## src/rtl/flow_ctrl_pkg.sv

```systemverilog
// Shared types for the pipeline flow-control unit: FSM states, per-stage control pair,
// and the hard-wired zero register index.
package flow_ctrl_pkg;

    typedef enum logic [1:0] {
        RUN,
        DRAIN,
        HALTED,
        STEP
    } flow_state_t;

    typedef struct packed {
        logic we;
        logic flush;
    } stage_ctrl_t;

    localparam logic [4:0] REG_X0 = 5'd0;

endpackage

```

## src/rtl/pipeline_flow_ctrl_hazard_detect.sv

```systemverilog
// Load-use hazard compare between the load in EX and the source operands of the instruction in ID.
module hazard_detect
    import flow_ctrl_pkg::*;
(
    input  logic [4:0] id_rs1,
    input  logic [4:0] id_rs2,
    input  logic       id_uses_rs1,
    input  logic       id_uses_rs2,
    input  logic [4:0] ex_rd,
    input  logic       ex_mem_read,
    output logic       load_use
);

    always_comb begin
        load_use = ex_mem_read && (ex_rd != REG_X0) &&
                   ((id_uses_rs1 && (id_rs1 == ex_rd)) ||
                    (id_uses_rs2 && (id_rs2 == ex_rd)));
    end

endmodule

```

## src/rtl/pipeline_flow_ctrl.sv

```systemverilog
// Hazard/flow-control unit: stall and flush enables for PC and pipeline registers, debug halt/step.
// Optional stall/flush counters are built when FLOW_CTRL_STATS_EN is defined.
module pipeline_flow_ctrl
    import flow_ctrl_pkg::*;
#(
    parameter int unsigned DRAIN_CYCLES = 4
`ifdef FLOW_CTRL_STATS_EN
   ,parameter int unsigned CNT_W        = 32
`endif
) (
    input  logic       clk,
    input  logic       rst_n,
    input  logic [4:0] id_rs1_i,
    input  logic [4:0] id_rs2_i,
    input  logic       id_uses_rs1_i,
    input  logic       id_uses_rs2_i,
    input  logic [4:0] ex_rd_i,
    input  logic       ex_mem_read_i,
    input  logic       ex_redirect_i,
    input  logic       dmem_busy_i,
    input  logic       halt_req_i,
    input  logic       step_req_i,
    output logic       pc_we_o,
    output logic       if_id_we_o,
    output logic       id_ex_we_o,
    output logic       ex_mem_we_o,
    output logic       mem_wb_we_o,
    output logic       if_id_flush_o,
    output logic       id_ex_flush_o,
    output logic       ex_mem_flush_o,
    output logic       mem_wb_flush_o,
    output logic       halted_o
`ifdef FLOW_CTRL_STATS_EN
   ,output logic [CNT_W-1:0] stall_cnt_o,
    output logic [CNT_W-1:0] flush_cnt_o
`endif
);

    localparam int unsigned DRAIN_W = $clog2(DRAIN_CYCLES + 1);
    localparam logic [DRAIN_W-1:0] DRAIN_LOAD = DRAIN_W'(DRAIN_CYCLES);

    flow_state_t        state;
    logic [DRAIN_W-1:0] drain_cnt;
    logic               load_use;
    logic               pc_we;
    stage_ctrl_t        if_id, id_ex, ex_mem, mem_wb;

    hazard_detect u_hazard_detect (
        .id_rs1      (id_rs1_i),
        .id_rs2      (id_rs2_i),
        .id_uses_rs1 (id_uses_rs1_i),
        .id_uses_rs2 (id_uses_rs2_i),
        .ex_rd       (ex_rd_i),
        .ex_mem_read (ex_mem_read_i),
        .load_use    (load_use)
    );

    always_comb begin
        pc_we  = 1'b1;
        if_id  = '{we: 1'b1, flush: 1'b0};
        id_ex  = '{we: 1'b1, flush: 1'b0};
        ex_mem = '{we: 1'b1, flush: 1'b0};
        mem_wb = '{we: 1'b1, flush: 1'b0};
        unique case (state)
            RUN, STEP: begin
                if (dmem_busy_i) begin
                    pc_we        = 1'b0;
                    if_id.we     = 1'b0;
                    id_ex.we     = 1'b0;
                    ex_mem.we    = 1'b0;
                    mem_wb.flush = 1'b1;
                end else if (ex_redirect_i) begin
                    if_id.flush  = 1'b1;
                    id_ex.flush  = 1'b1;
                end else if (load_use) begin
                    pc_we        = 1'b0;
                    if_id.we     = 1'b0;
                    id_ex.flush  = 1'b1;
                end
            end
            DRAIN: begin
                pc_we = 1'b0;
                // A memory wait freezes IF/ID too, so the live ID instruction is not lost to the drain flush.
                if (dmem_busy_i) begin
                    if_id.we     = 1'b0;
                    id_ex.we     = 1'b0;
                    ex_mem.we    = 1'b0;
                    mem_wb.flush = 1'b1;
                end else begin
                    if_id.flush = 1'b1;
                    if (ex_redirect_i) begin
                        pc_we       = 1'b1;
                        id_ex.flush = 1'b1;
                    end
                end
            end
            HALTED: begin
                pc_we     = 1'b0;
                if_id.we  = 1'b0;
                id_ex.we  = 1'b0;
                ex_mem.we = 1'b0;
                mem_wb.we = 1'b0;
            end
            default: ;
        endcase
    end

    always_ff @(posedge clk or negedge rst_n) begin
        if (!rst_n) begin
            state     <= RUN;
            drain_cnt <= '0;
        end else begin
            unique case (state)
                RUN: begin
                    if (halt_req_i) begin
                        state     <= DRAIN;
                        drain_cnt <= DRAIN_LOAD;
                    end
                end
                DRAIN: begin
                    if (!dmem_busy_i) begin
                        if (ex_redirect_i) begin
                            drain_cnt <= DRAIN_LOAD;
                        end else if (drain_cnt <= DRAIN_W'(1)) begin
                            drain_cnt <= '0;
                            state     <= HALTED;
                        end else begin
                            drain_cnt <= drain_cnt - DRAIN_W'(1);
                        end
                    end
                end
                HALTED: begin
                    if (!halt_req_i) begin
                        state <= RUN;
                    end else if (step_req_i) begin
                        state <= STEP;
                    end
                end
                STEP: begin
                    if (!dmem_busy_i) begin
                        state     <= DRAIN;
                        drain_cnt <= DRAIN_LOAD;
                    end
                end
                default: state <= RUN;
            endcase
        end
    end

    assign pc_we_o        = pc_we;
    assign if_id_we_o     = if_id.we;
    assign id_ex_we_o     = id_ex.we;
    assign ex_mem_we_o    = ex_mem.we;
    assign mem_wb_we_o    = mem_wb.we;
    assign if_id_flush_o  = if_id.flush;
    assign id_ex_flush_o  = id_ex.flush;
    assign ex_mem_flush_o = ex_mem.flush;
    assign mem_wb_flush_o = mem_wb.flush;
    assign halted_o       = (state == HALTED);

`ifdef FLOW_CTRL_STATS_EN
    logic stall_evt, flush_evt;

    always_comb begin
        stall_evt = (state != HALTED) &&
                    (dmem_busy_i || (((state == RUN) || (state == STEP)) && load_use && !ex_redirect_i));
        flush_evt = (state != HALTED) && !dmem_busy_i && ex_redirect_i;
    end

    always_ff @(posedge clk or negedge rst_n) begin
        if (!rst_n) begin
            stall_cnt_o <= '0;
            flush_cnt_o <= '0;
        end else begin
            if (stall_evt && (stall_cnt_o != '1)) begin
                stall_cnt_o <= stall_cnt_o + CNT_W'(1);
            end
            if (flush_evt && (flush_cnt_o != '1)) begin
                flush_cnt_o <= flush_cnt_o + CNT_W'(1);
            end
        end
    end
`endif

endmodule

```

## config.mk

```make
export PLATFORM = sky130hd
export DESIGN_NAME = pipeline_flow_ctrl
export DESIGN_NICKNAME = d
export VERILOG_FILES = /design/src/rtl/flow_ctrl_pkg.sv /design/src/rtl/pipeline_flow_ctrl_hazard_detect.sv /design/src/rtl/pipeline_flow_ctrl.sv
export SDC_FILE = /design/constraint.sdc
export NUM_CORES = 1
export LEC_CHECK = 0
export ABC_AREA = 1
export CAP_MARGIN = 10
export CORE_ASPECT_RATIO = 1.2
export CORE_MARGIN = 2
export CORE_UTILIZATION = 44
export DETAILED_ROUTE_END_ITERATION = 8
export PLACE_DENSITY = 0.93
export SYNTH_ARGS = -nofsm -noshare
export SYNTH_HDL_FRONTEND = slang
export SYNTH_HIERARCHICAL = 1
export SYNTH_SLANG_ARGS = --single-unit
```

## constraint.sdc

```tcl
create_clock -name clk -period 1.9 [get_ports clk]
set_input_delay 0.19 -clock clk [delete_from_list [all_inputs] [get_ports clk]]
set_output_delay 0.19 -clock clk [all_outputs]
set_load 0.02 [all_outputs]
```

==> flow_summary.json <==
{
  "status": "complete, no violations",
  "final_nets": 211,
  "yosys.area.top_type_share": 0.209,
  "power.total_uw": 1110,
  "ys_seq_elements": 5,
  "numCtsBuffers": 3,
  "die-width_um": 41.8,
  "clock-sinks": 5,
  "ys_seq_area_frac": 0.166,
  "path_clk_slew_ps": 40,
  "die-area_um2": 2060,
  "critical_path_arrival_ps": 1580,
  "clock_latency_ps": 240,
  "cts_hold_buf": 0,
  "synth_area_per_cell_um2": 5.47,
  "num_antenna_cells": 0,
  "setup_slack_ps": 132,
  "final_layout_size_suffix_gt1_frac": 0.128,
  "critPathMaxFanout": 2,
  "r2r-start": "state[0]",
  "mappedNetlistArea_um2": 754,
  "min_period_ps": 1770,
  "gp_congestion": 0.886,
  "cts_tree": "done",
  "yosys-top-cells-area": "nand2_1, dfrtp_1, inv_1",
  "yosys.area.top_type": "nand2_1",
  "leakage_uw": 0.000683,
  "syn_nets": 169,
  "crit_start": "id_rs1_i[4]",
  "swShare": 0.496,
  "grt_max_degree": 7,
  "dp.cells": 193,
  "setup.worst_path.end_class": "output pin",
  "drt_iter0_markers": 12,
  "max_freq_ghz": 0.565,
  "multi_input_area_um2": 502,
  "synth_cells": 138,
  "cp.required_ps": 1710,
  "drc": 0,
  "final-seq-area_um2": 125,
  "ff2ff_setup_slack_ps": 370,
  "port_buffers": 32,
  "setup_viol": 0,
  "grt_antenna_before_repair": 0,
  "routed_wl_um": 2010,
  "cp-start-kind": "input pin",
  "path_class": "in -> out",
  "period_share": 0.931,
  "pwr_density_cell_nw_per_um2": 959,
  "vdd_drop_max_mv": 0.607,
  "slew_violations": 0,
  "boundaryPins": 34,
  "fp.dieH_um": 49.4,
  "dp_hpwl_um": 1770,
  "dp_worst_setup_slack_ps": -416,
  "p_seq_frac": 0.161,
  "grt_pass1_vias": 940,
  "p_int_uw": 560,
  "min_path_type": "in -> async",
  "holdWs_ps": 170,
  "max-cap-violations": 0,
  "clkPwrFrac": 0.107,
  "hold_viol_final": 0,
  "nFillCells": 140,
  "core_um2": 1620,
  "syn_to_final_growth_pct": 53.4,
  "grt_usage": 0.200,
  "htreeDepth": 1,
  "ys.warnings.count": 6,
  "ant_nets": 0,
  "grt_pass1_wl_um": 3330,
  "overflow": 0,
  "rsz0062_at_grt": "false",
  "num_rows": 16,
  "drt-vias-per-instance": 4.87,
  "pwr-share-comb": 0.732,
  "switchingPower_uw": 550,
  "vias": 959,
  "drtPass1Iterations": 4,
  "final_cell_count_no_fill": 197,
  "synthDistinctLibCells": 17,
  "wl_per_cell_um": 10.2,
  "finClkSkew_ps": 2.15,
  "tns_ps": 0,
  "cts.path.max_buffers": 2,
  "clock-root-buffer": "clkbuf_4",
  "initial_core_util": 0.465
}
area by class of cell:
class	count	area share
Multi-Input combinational cell	100	0.434
Timing Repair Buffer	39	0.316
Clock buffer	4	0.0227
Inverter	31	0.101
Tap cell	18	0.0195
Sequential cell	5	0.108
per-layer routing:
layer	track usage	up-vias	wire length [µm]
li1	-	496	-
met1	0.183	415	764
met2	0.398	42	1090
met3	0.0519	6	107
met4	0.0860	0	46
met5	0	-	0
what timing repair did:
action | CTS | global route
buffers inserted | 0 | 0
resized for setup | 20 | 10
pin swaps | 0 | 1
endpoints found under the setup margin | 8 | 5
synthesized netlist by cell type:
library cell and instances:
a21oi_1 6, buf_4 2, conb_1 1, dfrtp_1 5, ha_1 7, inv_1 29, inv_2 2, nand2_1 42
nand2_2 3, nand2_4 1, nand3_1 7, nand4_1 4, nor2_1 20, nor2_4 1, o211ai_1 1, o21ai_0 5
o21ai_1 2
power groups by stage:
stage          Sequential (µW)  Clock, µW  Combinational, µW
6_report                   179        119                813
5_1_grt                    186        134                904
4_1_cts                    178        123                814
3_5_place_dp               180          0                860
3_3_place_gp               178          0                824
2_1_floorplan              186          0                516
cell usage in the layout, fill, tap and decap left out:
cell | netlist | layout
conb_1 | 1 | 1
nor2_4 | 1 | 1
o21ai_1 | 2 | 2
inv_1 | 29 | 28
nand2_4 | 1 | 1
dfrtp_1 | 5 | 5
buf_2 | 0 | 2
o211ai_1 | 1 | 1
nand3_1 | 7 | 7
clkbuf_2 | 0 | 1
o21ai_0 | 5 | 5
dlygate4sd2_1 | 0 | 4
nand2_2 | 3 | 3
dlymetal6s2s_1 | 0 | 6
buf_4 | 2 | 8
nand2_1 | 42 | 42
nor2_1 | 20 | 20
a21oi_2 | 0 | 1
nand4_1 | 4 | 4
clkbuf_4 | 0 | 3
ha_1 | 7 | 7
clkdlybuf4s50_1 | 0 | 18
a21oi_1 | 6 | 5
clkbuf_1 | 0 | 1
inv_2 | 2 | 3
cells by family (layout without fill, tap and decap cells):
| family | Yosys count | count (layout) | share of synthesized area |
|---|---|---|---|
| and+or+nand+nor | 78 | 78 | 0.443 |
| buffers and inverters | 33 | 74 | 0.174 |
| AOI/OAI and AO/OA | 14 | 14 | 0.0962 |
| adders and majority gates | 7 | 7 | 0.116 |
| DFF | 5 | 5 | 0.166 |
| other | 1 | 1 | 0.00497 |
registers in the layout (all words and copies together), names as in the netlist:
name       cells
drain_cnt      3
state          2
final timing paths:
check / cells after the start / endpoint
max in group asynchronous: 1 / state[0]
worst min-delay path: 1 / drain_cnt[2]
worst max register to register: 9 / state[0]
worst max-delay path: 10 / id_ex_flush_o
worst min register to register: 2 / drain_cnt[0]
min in group clk: 2 / drain_cnt[0]
worst max-delay path, stage by stage:
cell and delay, ps:
clkdlybuf4s50_1 500, inv_1 50, nand2_1 60, nand2_1 60, nor2_1 100, nand3_1 90, a21oi_2 150, o21ai_0 100
a21oi_1 130, buf_4 160
through the flow:
stage	util	cell area, µm²
after floorplan	-	754
after global placement	0.700	1130
after detailed placement	0.700	1130
after CTS	0.705	1140
after global routing	0.714	1160
final	0.714	1160
Note: power is estimated with default switching activity, not from simulation.
